**src/rtl/store_axiw.sv**
```systemverilog
// Store buffer draining in-order single AXI4-Lite writes, one outstanding at a time.
// Optional STORE_BRESP_CHECK_EN: a non-OKAY BRESP sets the sticky ST_ERR flag.
`ifndef XLEN
`define XLEN 32
`endif

module store_axiw #(
  parameter int unsigned DEPTH = 2
) (
  input  logic                 CLK,
  input  logic                 RSTn,
  input  logic                 ST_VALID,
  output logic                 ST_READY,
  input  logic [`XLEN-1:0]     ST_ADDR,
  input  logic [`XLEN-1:0]     ST_DATA,
  input  logic [`XLEN/8-1:0]   ST_STRB,
  output logic                 AWVALID,
  input  logic                 AWREADY,
  output logic [`XLEN-1:0]     AWADDR,
  output logic [2:0]           AWPROT,
  output logic                 WVALID,
  input  logic                 WREADY,
  output logic [`XLEN-1:0]     WDATA,
  output logic [`XLEN/8-1:0]   WSTRB,
  input  logic                 BVALID,
  output logic                 BREADY,
  input  logic [1:0]           BRESP,
  output logic                 IDLE,
  output logic                 ST_ERR
);

  localparam int unsigned XLEN = `XLEN;
  localparam int unsigned SW   = XLEN / 8;
  localparam int unsigned PW   = (DEPTH > 1) ? $clog2(DEPTH) : 1;
  localparam int unsigned CW   = $clog2(DEPTH + 1);

  typedef struct packed {
    logic [XLEN-1:0] addr;
    logic [XLEN-1:0] data;
    logic [SW-1:0]   strb;
  } entry_t;

  typedef enum logic [1:0] {S_IDLE, S_ADDR_DATA, S_WAIT_B} state_t;

  state_t          state, state_next;
  entry_t          mem [DEPTH];
  entry_t          head_next;
  logic [PW-1:0]   wr_ptr, rd_ptr, rd_ptr_next;
  logic [CW-1:0]   count, count_pop, count_next;
  logic            aw_done, w_done, aw_done_next, w_done_next;
  logic            push, pop, aw_hs, w_hs, load;

  assign push        = ST_VALID && ST_READY;
  assign pop         = BVALID && BREADY;
  assign aw_hs       = AWVALID && AWREADY;
  assign w_hs        = WVALID && WREADY;
  assign rd_ptr_next = rd_ptr + PW'(pop);
  assign count_pop   = count - CW'(pop);
  assign count_next  = count_pop + CW'(push);
  assign AWPROT      = 3'b000;

  // Next head payload; bypasses the incoming store when the buffer would otherwise be empty.
  always_comb begin
    head_next = mem[rd_ptr_next];
    if (count_pop == CW'(0)) begin
      head_next.addr = ST_ADDR;
      head_next.data = ST_DATA;
      head_next.strb = ST_STRB;
    end
  end

  // Next-state logic with independent AW/W completion tracking.
  always_comb begin
    state_next   = state;
    aw_done_next = aw_done;
    w_done_next  = w_done;
    load         = 1'b0;
    case (state)
      S_IDLE: begin
        if (count_next != CW'(0)) begin
          state_next   = S_ADDR_DATA;
          load         = 1'b1;
          aw_done_next = 1'b0;
          w_done_next  = 1'b0;
        end
      end
      S_ADDR_DATA: begin
        aw_done_next = aw_done || aw_hs;
        w_done_next  = w_done || w_hs;
        if (aw_done_next && w_done_next) begin
          state_next   = S_WAIT_B;
          aw_done_next = 1'b0;
          w_done_next  = 1'b0;
        end
      end
      S_WAIT_B: begin
        if (pop) begin
          if (count_next != CW'(0)) begin
            state_next = S_ADDR_DATA;
            load       = 1'b1;
          end else begin
            state_next = S_IDLE;
          end
        end
      end
      default: state_next = S_IDLE;
    endcase
  end

  always_ff @(posedge CLK or negedge RSTn) begin
    if (!RSTn) begin
      state    <= S_IDLE;
      wr_ptr   <= '0;
      rd_ptr   <= '0;
      count    <= '0;
      aw_done  <= 1'b0;
      w_done   <= 1'b0;
      ST_READY <= 1'b1;
      AWVALID  <= 1'b0;
      WVALID   <= 1'b0;
      BREADY   <= 1'b0;
      IDLE     <= 1'b1;
      AWADDR   <= '0;
      WDATA    <= '0;
      WSTRB    <= '0;
    end else begin
      state    <= state_next;
      wr_ptr   <= wr_ptr + PW'(push);
      rd_ptr   <= rd_ptr_next;
      count    <= count_next;
      aw_done  <= aw_done_next;
      w_done   <= w_done_next;
      ST_READY <= (count_next != CW'(DEPTH));
      AWVALID  <= (state_next == S_ADDR_DATA) && !aw_done_next;
      WVALID   <= (state_next == S_ADDR_DATA) && !w_done_next;
      BREADY   <= (state_next == S_WAIT_B);
      IDLE     <= (count_next == CW'(0)) && (state_next == S_IDLE);
      if (load) begin
        AWADDR <= head_next.addr;
        WDATA  <= head_next.data;
        WSTRB  <= head_next.strb;
      end
    end
  end

  // Storage needs no reset: entries are only read after being written.
  always_ff @(posedge CLK) begin
    if (push) mem[wr_ptr] <= '{addr: ST_ADDR, data: ST_DATA, strb: ST_STRB};
  end

`ifdef STORE_BRESP_CHECK_EN
  always_ff @(posedge CLK or negedge RSTn) begin
    if (!RSTn) begin
      ST_ERR <= 1'b0;
    end else if (pop && (BRESP != 2'b00)) begin
      ST_ERR <= 1'b1;
    end
  end
`else
  logic unused_bresp;
  assign unused_bresp = ^BRESP;
  assign ST_ERR       = 1'b0;
`endif

endmodule

```
**config.mk**
```make
export PLATFORM = sky130hd
export DESIGN_NAME = store_axiw
export DESIGN_NICKNAME = d
export VERILOG_FILES = /design/src/rtl/store_axiw.sv
export SDC_FILE = /design/constraint.sdc
export NUM_CORES = 1
export LEC_CHECK = 0
export CAP_MARGIN = 30
export CORE_ASPECT_RATIO = 1.75
export CORE_MARGIN = 1.5
export CORE_UTILIZATION = 40
export DETAILED_ROUTE_END_ITERATION = 7
export MAX_ROUTING_LAYER = met4
export PLACE_DENSITY = 0.65
export SETUP_SLACK_MARGIN = 0.02
export SYNTH_ARGS = -nofsm -noshare
export SYNTH_HDL_FRONTEND = slang
export SYNTH_SLANG_ARGS = --single-unit
```
**constraint.sdc**
```tcl
create_clock -name CLK -period 7 [get_ports CLK]
set_clock_uncertainty 0.05 [all_clocks]
set_input_delay 0.7 -clock CLK [delete_from_list [all_inputs] [get_ports CLK]]
set_output_delay 0.7 -clock CLK [all_outputs]
set_load 0.03 [all_outputs]
```
==> out/metrics.cfg, run 1 <==
[placed_design]
io_buffers = 146
place_congestion = 0.747
detailed_place_hpwl_mm = 11.3

[routing]
drt-wirelength-per-cell_um = 18.5
ant_nets = 0
viasPerCell = 5.01
wirelength_mm = 17.9
vias = 4859
first_iter_violations = 272
firstDrtPassIters = 4
drc_errors = 0

[layout]
antenna_cells = 0
syn2layout_area_growth_pct = 27.1
num-fill-cells = 1834
drive_gt1_frac = 0.159
multi_input_area_um2 = 2340
final_nets = 783
seqCellArea_um2 = 6110

[die]
dieArea_um2 = 22500
ios = 153
coreArea_um2 = 21000
die_h_um = 197
num_rows = 70
die_w_um = 114
initial_utilization = 0.410

[sta]
fin_setup_tns_ns = 0
fmax_mhz = 303
slew_viol_final = 0
finalSetupViolCount = 0
period_share = 0.471
tightest_slew_ns = 0.788
rsz0062_at_grt = no
fin_crit_ns = 3.30
hold_viol = 0
relSlewSlack = 0.474
worst_hold_slack_ns = 0.126

[power]
peakVddDrop_v = 0.000330
p_sw_frac = 0.374
clockPowerShare = 0.184
leakagePower_nw = 4.09
p_int_mw = 3.43
sequentialPowerShare = 0.360
net-switching-power_mw = 2.05
comb_power_share = 0.456
pwr_density_cell_nw_per_um2 = 500

[synthesis]
ys_types = 36
async_flop_share = 0.373
yosysWarnings = 0
ys_top_cells_by_count = edfxtp_1 (136), dfrtp_1 (79), nand2_1 (70), mux2_2 (68), mux2i_1 (68)
synth_largest_area_cell = edfxtp_1
synth_area_um2 = 8630
yosysMostFrequentCell = edfxtp_1
synth_seq_cells = 217
synth_top_area_share = 0.473
seq_area_frac_synth = 0.709
synthCells = 557
synth.avg_cell_area_um2 = 15.5
synth_edf_count = 136
synth_area_leaders = edfxtp_1 (47%), dfrtp_1 (23%), mux2_2 (8.9%)
synthFlopType = edfxtp_1

[outcome]
status = finished, final reports clean

[worst_setup_path]
path_max_fanout = 83
cp-start-kind = primary input
worstPathArrival_ns = 3.62
crit_path_end_kind = register
required_ns = 7.32
crit_type = in2reg

[cts]
cts_buffers = 20
hold_buffers = 0
clock_path_buffers = 3
cts_tree = done
cts-root-buf = clkbuf_16
cts_max_level = 1
clk_latency_ns = 0.49
cts_setup_buffers = 0
clkSlewWorstSetupHoldPaths_ns = 0.06
cts.sink_count = 217
cts_resized = 0

[global_route]
first_global_vias = 5333
grt_use_total = 0.169
grt_pass1_wl_mm = 28.6
antenna_found_initial = 0
grt_max_degree = 84
grt_overflow = 0

[job]
maxCapViolCount = 0

[hold_path]
min_path_type = in2async

==> path summary, 6_finish.rpt <==
kind	from	endpoint	slack [ns]	cells past startpoint
max in group asynchronous	RSTn	count[1]$_DFF_PN0_	5.69	2
min reg2reg	WDATA[7]$_DFFE_PN0P_	WDATA[7]$_DFFE_PN0P_	0.43	2
max	BVALID	IDLE$_DFF_PN1_	3.70	10
min in group CLK	WDATA[7]$_DFFE_PN0P_	WDATA[7]$_DFFE_PN0P_	0.43	2
min	RSTn	WDATA[11]$_DFFE_PN0P_	0.13	1
max reg2reg	BREADY$_DFF_PN0_	IDLE$_DFF_PN1_	4.03	9
==> layout make-up <==
type                       instances  area share
clock buffer                      32      0.0526
clock inverter                     4     0.00183
inverter                           4     0.00137
multi-input combinational        306       0.214
sequential                       217       0.558
tap                              252      0.0288
timing repair buffer             155       0.144
==> cells in the final DEF (no fill, tap or decap), types with 2 or more instances in the layout <==
cell and n:
nand2_1 70, o21ai_0 56, clkbuf_1 10, mux2i_1 68, edfxtp_1 136, nor2_1 2, clkinv_2 4, clkdlybuf4s50_1 145
clkbuf_16 21, ha_4 2, a21oi_1 3, inv_1 4, dfstp_2 2, dfrtp_1 79, o32ai_1 2, buf_16 2
conb_1 4, mux2_2 68, o21ai_1 12, nor2b_1 2, buf_4 7
==> power by group through the flow <==
| stage | combinational [mW] | clock (mW) | sequential [mW] |
|---|---|---|---|
| after detailed placement | 2.54 | 0 | 2.01 |
| after floorplan | 1.36 | 0 | 2.37 |
| after global placement | 2.45 | 0 | 1.99 |
| after global routing | 2.72 | 1.10 | 2.02 |
| after CTS | 2.55 | 1.05 | 1.98 |
| final | 2.50 | 1.01 | 1.98 |
==> per-stage QoR <==
stage           util  setup slack [ns]  cells  total power [mW]  instance area (µm²)
4_1_cts        0.521              3.69    970              5.57                11000
3_3_place_gp   0.489              3.17    931              4.44                10300
6_report       0.521              3.70    970              5.49                11000
3_5_place_dp   0.493              3.21    934              4.54                10400
2_1_floorplan      -              4.00    560              3.73                 8640
5_1_grt        0.521              3.46    970              5.83                11000
==> kinds of logic (layout without fill, tap and decap cells) <==
group	count (synthesis)	count (layout)	synth area share
compound gates	78	78	0.0476
xor+xnor	4	4	0.00580
fa+ha+maj	3	3	0.00435
buf+inv	37	195	0.0273
flops	217	217	0.709
mux	136	136	0.168
other cells	1	4	0.000435
simple gates	81	81	0.0382
==> routing by layer <==
layer  global-route usage  part of all wire
met5                    -                 0
met4               0.0468             0.019
met3               0.0206             0.033
met2                0.318              0.56
met1                0.184              0.39
==> flip-flops by register name, summed over array words and instances (netlist names) <==
register / flops
AWADDR: 32
AWVALID: 1
BREADY: 1
IDLE: 1
ST_READY: 1
WDATA: 32
WSTRB: 4
WVALID: 1
aw_done: 1
count: 2
mem: 136
rd_ptr: 1
state: 2
w_done: 1
wr_ptr: 1
==> critical path, stage by stage <==
cell and delay (ns):
clkdlybuf4s50_1 0.50, nand2_2 0.14, xnor2_1 0.32, ha_1 0.23
xor2_1 0.25, xnor2_2 0.16, o21ai_4 0.15, buf_4 0.63
o21ai_2 0.18, nor4_1 0.34
Power figures use the tool's default switching activity.
==> inputs of run 2 (changes only) <==
- clock period: 7 -> 3.2 ns (I/O delays scaled with it)
==> run 2 against run 1 <==
Compared with the run above: final cell count up 0.41%; global-route usage about the same; core utilization up 0.80 points; critical path type is now reg2reg; largest power group unchanged.
==> out/metrics.cfg, run 2 (synthesis gave the netlist of run 1 again) <==
[outcome]
status = finished, final reports clean

[worst_setup_path]
r2r_start = BREADY$_DFF_PN0_
endpoint = AWADDR[9]$_DFFE_PN0P_
reg2reg_slack_ns = 0.72
path_cells = nand2_2 > xnor2_1 > ha_1 > xor2_1 > xnor2_2 > o21ai_4 > buf_4 > o21ai_0
crit_path_end_kind = register
cp-start-kind = register
crit_start = BREADY$_DFF_PN0_
r2r_end = AWADDR[9]$_DFFE_PN0P_
crit_type = reg2reg
slowest_delay_ns = 0.40
required_ns = 3.50
cpMaxStageDelayCell = dfrtp_1
worstPathArrival_ns = 2.78
reg2regPathDepth = 8
path_max_fanout = 34

[routing]
wirelength_mm = 18.1
drc_errors = 0
viasPerCell = 5.07
first_iter_violations = 259
firstDrtPassIters = 4
drt-wirelength-per-cell_um = 18.6
vias = 4942
ant_nets = 0

[sta]
relSlewSlack = 0.581
rsz0062_at_grt = no
fmax_mhz = 404
tightest_slew_ns = 0.628
hold_viol = 0
period_share = 0.774
worst_hold_slack_ns = 0.339
finalSetupViolCount = 0
slew_viol_final = 0
fin_setup_tns_ns = 0
fin_crit_ns = 2.48

[global_route]
grt_util_met1 = 0.185
use_met3 = 0.0218
grt_pass1_wl_mm = 28.8
first_global_vias = 5434
grt_max_degree = 69
met2_usage = 0.316
grt_busiest_layer = met2
grt_overflow = 0
grt_use_total = 0.169
antenna_found_initial = 1

[hold_path]
min_path_type = in2async

[cts]
cts_setup_buffers = 0
clock_path_buffers = 3
cts_resized = 0
clkSlewWorstSetupHoldPaths_ns = 0.07
cts-root-buf = clkbuf_16
cts_tree = done
clk_latency_ns = 0.49
cts_buffers = 20
cts.sink_count = 217
cts_max_level = 1

[die]
die_w_um = 114
ios = 153
num_rows = 70
coreArea_um2 = 21000
initial_utilization = 0.410
die_h_um = 197
dieArea_um2 = 22500

[placed_design]
place_congestion = 0.769
detailed_place_hpwl_mm = 11.6
io_buffers = 146

[power]
power_mw = 12.4
leakagePower_nw = 4.17
pwr_density_cell_nw_per_um2 = 1110
peakVddDrop_v = 0.000633

[layout]
regMostFlops = mem
final_nets = 786
largest_reg_flops = 136
mostFrequentLayoutCell = clkdlybuf4s50_1
final_cell_mix = clkdlybuf4s50_1 (145), edfxtp_1 (136), dfrtp_1 (79)
largestRegisters = mem x136, AWADDR x32, WDATA x32
num-fill-cells = 1774
drive_gt1_frac = 0.168
syn2layout_area_growth_pct = 29.0

[job]
maxCapViolCount = 0

-- run 2: changes by cell type in the layout (fill, tap and decap cells not counted), sizes merged --
cell	before	now
clkinv	4	7
clkbuf	32	26
bufinv	0	3
dlygate4sd3	0	1
buf	10	12
diode	0	1
-- run 2: stage by stage --
step | area, µm² | instances | util | setup WS (ns)
2_1_floorplan | 8640 | 560 | - | 0.264
3_3_place_gp | 10400 | 935 | 0.494 | 0.331
3_5_place_dp | 10400 | 936 | 0.496 | 0.237
4_1_cts | 11100 | 973 | 0.529 | 0.676
5_1_grt | 11100 | 974 | 0.529 | 0.519
6_report | 11100 | 974 | 0.529 | 0.722
-- run 2: critical path, delay by kind of cell (launching register included) --
kind	cells	cell delay, ns
and+or+nand+nor	1	0.13
adders and majority gates	1	0.22
AOI/OAI and AO/OA	2	0.44
buffers and inverters	1	0.37
DFF	1	0.40
xor gates and xnor gates	3	0.71
-- run 2: worst min-delay path by stage --
| stage | endpoint |
|---|---|
| after CTS | WDATA[7]$_DFFE_PN0P_ |
| after global placement | WDATA[13]$_DFFE_PN0P_ |
| final | WDATA[7]$_DFFE_PN0P_ |
| after floorplan | AWADDR[0]$_DFFE_PN0P_ |
| after detailed placement | WDATA[12]$_DFFE_PN0P_ |
| after global routing | WDATA[7]$_DFFE_PN0P_ |
-- run 2: per-layer routing --
metal,vias up,part of all wire
li1,2342,-
met1,2464,0.39
met2,104,0.55
met3,32,0.035
met4,0,0.022
met5,-,0
-- run 2: power by group --
part,switching [mW],internal [mW]
sequential,0.373,3.95
clock,0.990,1.51
combinational,3.19,2.39
-- run 2: final cells by class --
type / instances / area [µm²] / share of cell area
clock buffers: 26 / 574 / 0.0516
inverters: 4 / 15.0 / 0.00135
repair buffers: 158 / 1650 / 0.148
multi-input cells: 306 / 2340 / 0.210
clock inverters: 10 / 121 / 0.0109
diodes: 1 / 2.50 / 0.000225
well taps: 252 / 315 / 0.0283
flip-flops and latches: 217 / 6110 / 0.549
-- run 2: what timing repair did --
item / 4_1_cts / 5_1_grt
setup endpoints to repair: 0 / 0
hold endpoints to repair: 39 / 0
hold buffers: 1 / 0
==> inputs of run 3 (changes only) <==
- clock period: 3.2 -> 2.3 ns (I/O delays scaled with it)
==> run 3 against run 2 <==
Compared with the run above: critical path depth unchanged; sequential share of layout area down 0.73 points; largest cell class unchanged; die area is the same; first-iteration DRC count fell by 11%.
==> out/metrics.cfg, run 3 (synthesis gave the netlist of run 1 again) <==
[global_route]
grt_max_degree = 63
first_global_vias = 5531
grt_overflow = 0
grt_use_total = 0.169
grt_pass1_wl_mm = 28.9
antenna_found_initial = 1

[hold_path]
min_path_type = in2async

[worst_setup_path]
path_cells = and2_1 > ha_2 > xor2_2 > xnor2_2 > o21ai_4 > buf_12 > buf_16 > o21ai_0
crit_start = ST_READY$_DFF_PN1_
cpMaxStageDelayCell = dfstp_2
path_max_fanout = 54
path_delay_family = flip-flops
worstPathArrival_ns = 2.42
cp-start-kind = register
worst-path-buf-inv = 2
required_ns = 2.60
slowest_delay_ns = 0.53
r2r_start = ST_READY$_DFF_PN1_
crit_path_end_kind = register
crit_type = reg2reg

[layout]
mostFrequentLayoutCell = clkdlybuf4s50_1
largest_reg_flops = 136
final_nets = 802
largestRegisters = mem x136, AWADDR x32, WDATA x32
regMostFlops = mem
syn2layout_area_growth_pct = 30.8
final_cell_mix = clkdlybuf4s50_1 (145), edfxtp_1 (136), dfrtp_1 (79)
drive_gt1_frac = 0.191

[die]
initial_utilization = 0.410
die_w_um = 114
dieArea_um2 = 22500
num_rows = 70
die_h_um = 197
ios = 153
coreArea_um2 = 21000

[sta]
hold_viol = 0
fmax_mhz = 472
rsz0062_at_grt = no
slew_viol_final = 0
period_share = 0.921
fin_crit_ns = 2.12
fin_ws_ns = 0.182
finalSetupViolCount = 0

[routing]
drc_errors = 0
viasPerCell = 5.01
wirelength_mm = 18.3
firstDrtPassIters = 4
drt-wirelength-per-cell_um = 18.5
first_iter_violations = 231
ant_nets = 0
vias = 4956

[power]
peakVddDrop_v = 0.00109
pwr_density_cell_nw_per_um2 = 1550
leakagePower_nw = 4.25
power_mw = 17.5

[placed_design]
dp_worst_setup_slack_ns = -0.167
io_buffers = 146
place_congestion = 0.786
detailed_place_hpwl_mm = 11.7

[cts]
cts_max_level = 1
cts_tree = done
clkSlewWorstSetupHoldPaths_ns = 0.06
cts-root-buf = clkbuf_16
cts.sink_count = 217
cts_buffers = 21
clk_latency_ns = 0.49
clock_path_buffers = 3

[job]
maxCapViolCount = 0

[outcome]
status = finished, final reports clean

==> run 3: changes by cell type in the layout (fill, tap and decap cells not counted), moves of 3 or more <==
| cell | delta |
|---|---|
| buf_4 | +8 |
| buf_12 | +6 |
| clkinv_2 | +4 |
| bufinv_16 | -3 |
==> run 3: per-stage QoR <==
| step | hold WS (ns) | setup TNS [ns] | area, µm² | util | std cells |
|---|---|---|---|---|---|
| 3_3_place_gp | 0.161 | -7.24 | 10600 | 0.503 | 948 |
| 5_1_grt | 0.211 | 0 | 11300 | 0.537 | 990 |
| 4_1_cts | 0.200 | 0 | 11200 | 0.533 | 986 |
| 6_report | 0.190 | 0 | 11300 | 0.537 | 990 |
| 2_1_floorplan | -0.116 | -86.55 | 8640 | - | 560 |
| 3_5_place_dp | 0.180 | -9.07 | 10600 | 0.503 | 948 |
==> run 3: path summary, 6_finish.rpt <==
| check | slack [ns] | cells after the start | to |
|---|---|---|---|
| min | 0.19 | 2 | WDATA[11]$_DFFE_PN0P_ |
| max reg2reg | 0.18 | 8 | WDATA[16]$_DFFE_PN0P_ |
| max in group asynchronous | 1.34 | 3 | ST_READY$_DFF_PN1_ |
| min in group CLK | 0.30 | 1 | mem[0][50]$_DFFE_PP_ |
| max | 0.18 | 8 | WDATA[16]$_DFFE_PN0P_ |
| min reg2reg | 0.43 | 2 | AWADDR[5]$_DFFE_PN0P_ |
==> run 3: final cells by class <==
cell class                 instances  area, µm²
fill                            1764       9740
sequential                       217       6110
multi-input combinational        306       2360
timing repair buffer             173       1850
clock buffer                      25        561
tap                              252        315
clock inverter                    12       61.3
inverter                           4       15.0
antenna                            1       2.50
==> run 3: routing by layer <==
| metal | wire, µm | GRT usage | up-vias | share of wire |
|---|---|---|---|---|
| met2 | 10100 | 0.310 | 105 | 0.55 |
| met1 | 7030 | 0.187 | 2457 | 0.38 |
| met5 | 0 | - | - | 0 |
| met4 | 568 | 0.0616 | 0 | 0.031 |
| li1 | - | - | 2356 | - |
| met3 | 654 | 0.0218 | 38 | 0.036 |
==> run 3: timing repair <==
item | in CTS | in global routing
buffers inserted | 0 | 2
hold endpoints to repair | 28 | 0
gates resized for setup | 0 | 4
hold buffers | 1 | 0
setup endpoints to repair | 0 | 52
==> run 3: power by group <==
group          internal [mW]  switching (mW)
clock                   1.74            1.41
combinational           3.78            4.53
sequential              5.50           0.530
total                   11.0            6.47
==> run 3: worst reg2reg max path, delay by kind of cell, from the launching register on <==
kind | cells | cell delay, ns
simple gates | 1 | 0.16
fa+ha+maj | 1 | 0.20
buf+inv | 2 | 0.34
flops | 1 | 0.53
xor+xnor | 2 | 0.28
compound gates | 2 | 0.41
==> variant (config.mk and constraints of run 3) <==
The option `STORE_BRESP_CHECK_EN` is turned on by a define.
--- a/src/rtl/store_axiw.sv
+++ b/src/rtl/store_axiw.sv
@@ -1,5 +1,7 @@
 // Store buffer draining in-order single AXI4-Lite writes, one outstanding at a time.
 // Optional STORE_BRESP_CHECK_EN: a non-OKAY BRESP sets the sticky ST_ERR flag.
+`define STORE_BRESP_CHECK_EN
+
 `ifndef XLEN
 `define XLEN 32
 `endif
Function: changed (Yosys sat finds a counterexample within 4 cycles, from zero or initial values and one cycle with RSTn low).
==> variant against run 3 <==
- the run now ends with negative setup slack left
- area after synthesis increased by 12%
- routed wire length increased by 40%
- combinational power increased by 37%
- die area increased by 12%
- critical path type unchanged
- design area increased by 11%
- worst setup slack got worse by 200 ps
- sequential share of layout area decreased by 5.1 points
- sequential cell count increased by 1
- worst hold slack improved by 6.7 ps
- highest routed layer unchanged
- total power increased by 20%
- utilization decreased by 1.1 points
==> variant: results (changes against run 3) <==
* DR WL/cell at 21.42 µm (was 18.53 µm)
* Largest cells by area after synthesis: edfxtp_1 42%, dfrtp_1 21%, a211o_1 6.2% (was edfxtp_1 47%, dfrtp_1 23%, mux2_2 8.9%)
* Distinct cells, synth at 32 (was 36)
* Comb pwr at 11.4 mW (was 8.31 mW)
* Skew-Pair Late Insertion Delay at 510 ps (was 490 ps)
* Multi-input logic area at 3286 µm² (was 2359 µm²)
* Met2 track demand over resource at 36.72% (was 30.97%)
* Sequential share of the synthesized area at 63.55% (was 70.87%)
* Via Count at 6844 (was 4956)
* Failing checks: negative setup slack
* Met1 usage at 25.40% (was 18.66%)
* Worst EP arrival at 2700 ps (was 2420 ps)
* Initial antenna violation count at 0 (was 1)
* CTS max path bufs at 3 (unchanged)
* NumNets Final at 960 (was 802)
* Largest net degree at the start of global routing at 93 (was 63)
* Leak at 4.678 nW (was 4.252 nW)
* Wire length on met2 at 13.92 mm (was 10.09 mm)
* First-pass GRT wire length at 39.69 mm (was 28.93 mm)
* PortBufs at 149 (was 146)
* Filler cells at 2127 (was 1764)
* Post-Place Cell Area at 11660 µm² (was 10570 µm²)
* Met1 wire length at 10.53 mm (was 7.027 mm)
* Setup WS post-layout at -14.51 ps (was 181.8 ps)
* Worst vdd ir at 1.347 mV (was 1.092 mV)
* Diodes inserted at 0 (was 1)
* Worst hold slack at 197.2 ps (was 190.5 ps)
* Final wirelength at 25.75 mm (was 18.34 mm)
* CP max FO at 26 (was 54)
* Outcome: finished, violations left (was completed)
* Ys async rst share at 37.61% (was 37.33%)
* Cell at the slowest stage of the critical path: dfrtp_2 (was dfstp_2)
* Vias in the first global route at 6876 (was 5531)
* Critical Path Source: BREADY (was ST_READY)
* Logic pwr share at 54.0% (was 47.5%)
* Final setup viols at 9 (was 0)
* GRT met3 Usage at 2.129% (was 2.179%)
* Critical path's top delay family: compound AO/OA/AOI/OAI gates (was flip-flops)
* Top cells by instance count after synthesis: 136 x edfxtp_1, 80 x dfrtp_1, 69 x nand2b_1, 69 x o21ai_0 (was 136 x edfxtp_1, 79 x dfrtp_1, 70 x nand2_1)
* P_sw at 8.383 mW (was 6.466 mW)
* DR iter-0 viols at 393 (was 231)
* RD Place Congestion at 0.7417 (was 0.7861)
* Layout cells sized above 1 at 10.18% (was 19.13%)
* Met3 wire length at 846 µm (was 654 µm)
* Setup TNS at -43.82 ps (was 0 ps)
* Clock Power Share at 16.5% (was 18.0%)
* Gate Count Post-Synth at 749 (was 557)
* Cells after DPL at 1158 (was 948)
* Dpl ws at -114.2 ps (was -166.9 ps)
* Total GRT Usage at 20.75% (was 16.93%)
* Hpwl dp at 14.50 mm (was 11.65 mm)
variant: cell types whose count changed after synthesis, moves of 58 or more:
cell      change
a211o_1      +68
mux2i_1      -68
clkbuf_1     +58
mux2_2       -68
a22o_1       +67
nand2b_1     +68
nand2_1      -66
o21a_1       +68
nand4_1      +68
variant: cell type report:
cell class / instances / share of cell area (%)
Sequential cell: 218 / 49.06
Multi-Input combinational cell: 446 / 26.24
Timing Repair Buffer: 184 / 15.80
Clock buffer: 25 / 4.306
Tap cell: 308 / 3.077
Clock inverter: 11 / 1.169
Inverter: 10 / 0.3597
variant: kinds of logic after synthesis:
| group | synth area share (%) |
|---|---|
| compound gates | 22.18 |
| xor+xnor | 0.4145 |
| fa+ha+maj | 0.5182 |
| buf+inv | 3.718 |
| flops | 63.55 |
| other cells | 0.03882 |
| simple gates | 9.585 |
variant: what timing repair did:
action	CTS	global route
pin swaps	9	16
setup buffers	4	0
gates cloned	3	1
hold buffers	1	0
hold endpoints to repair	34	0
resized for setup	10	2
endpoints found under the setup margin	69	71
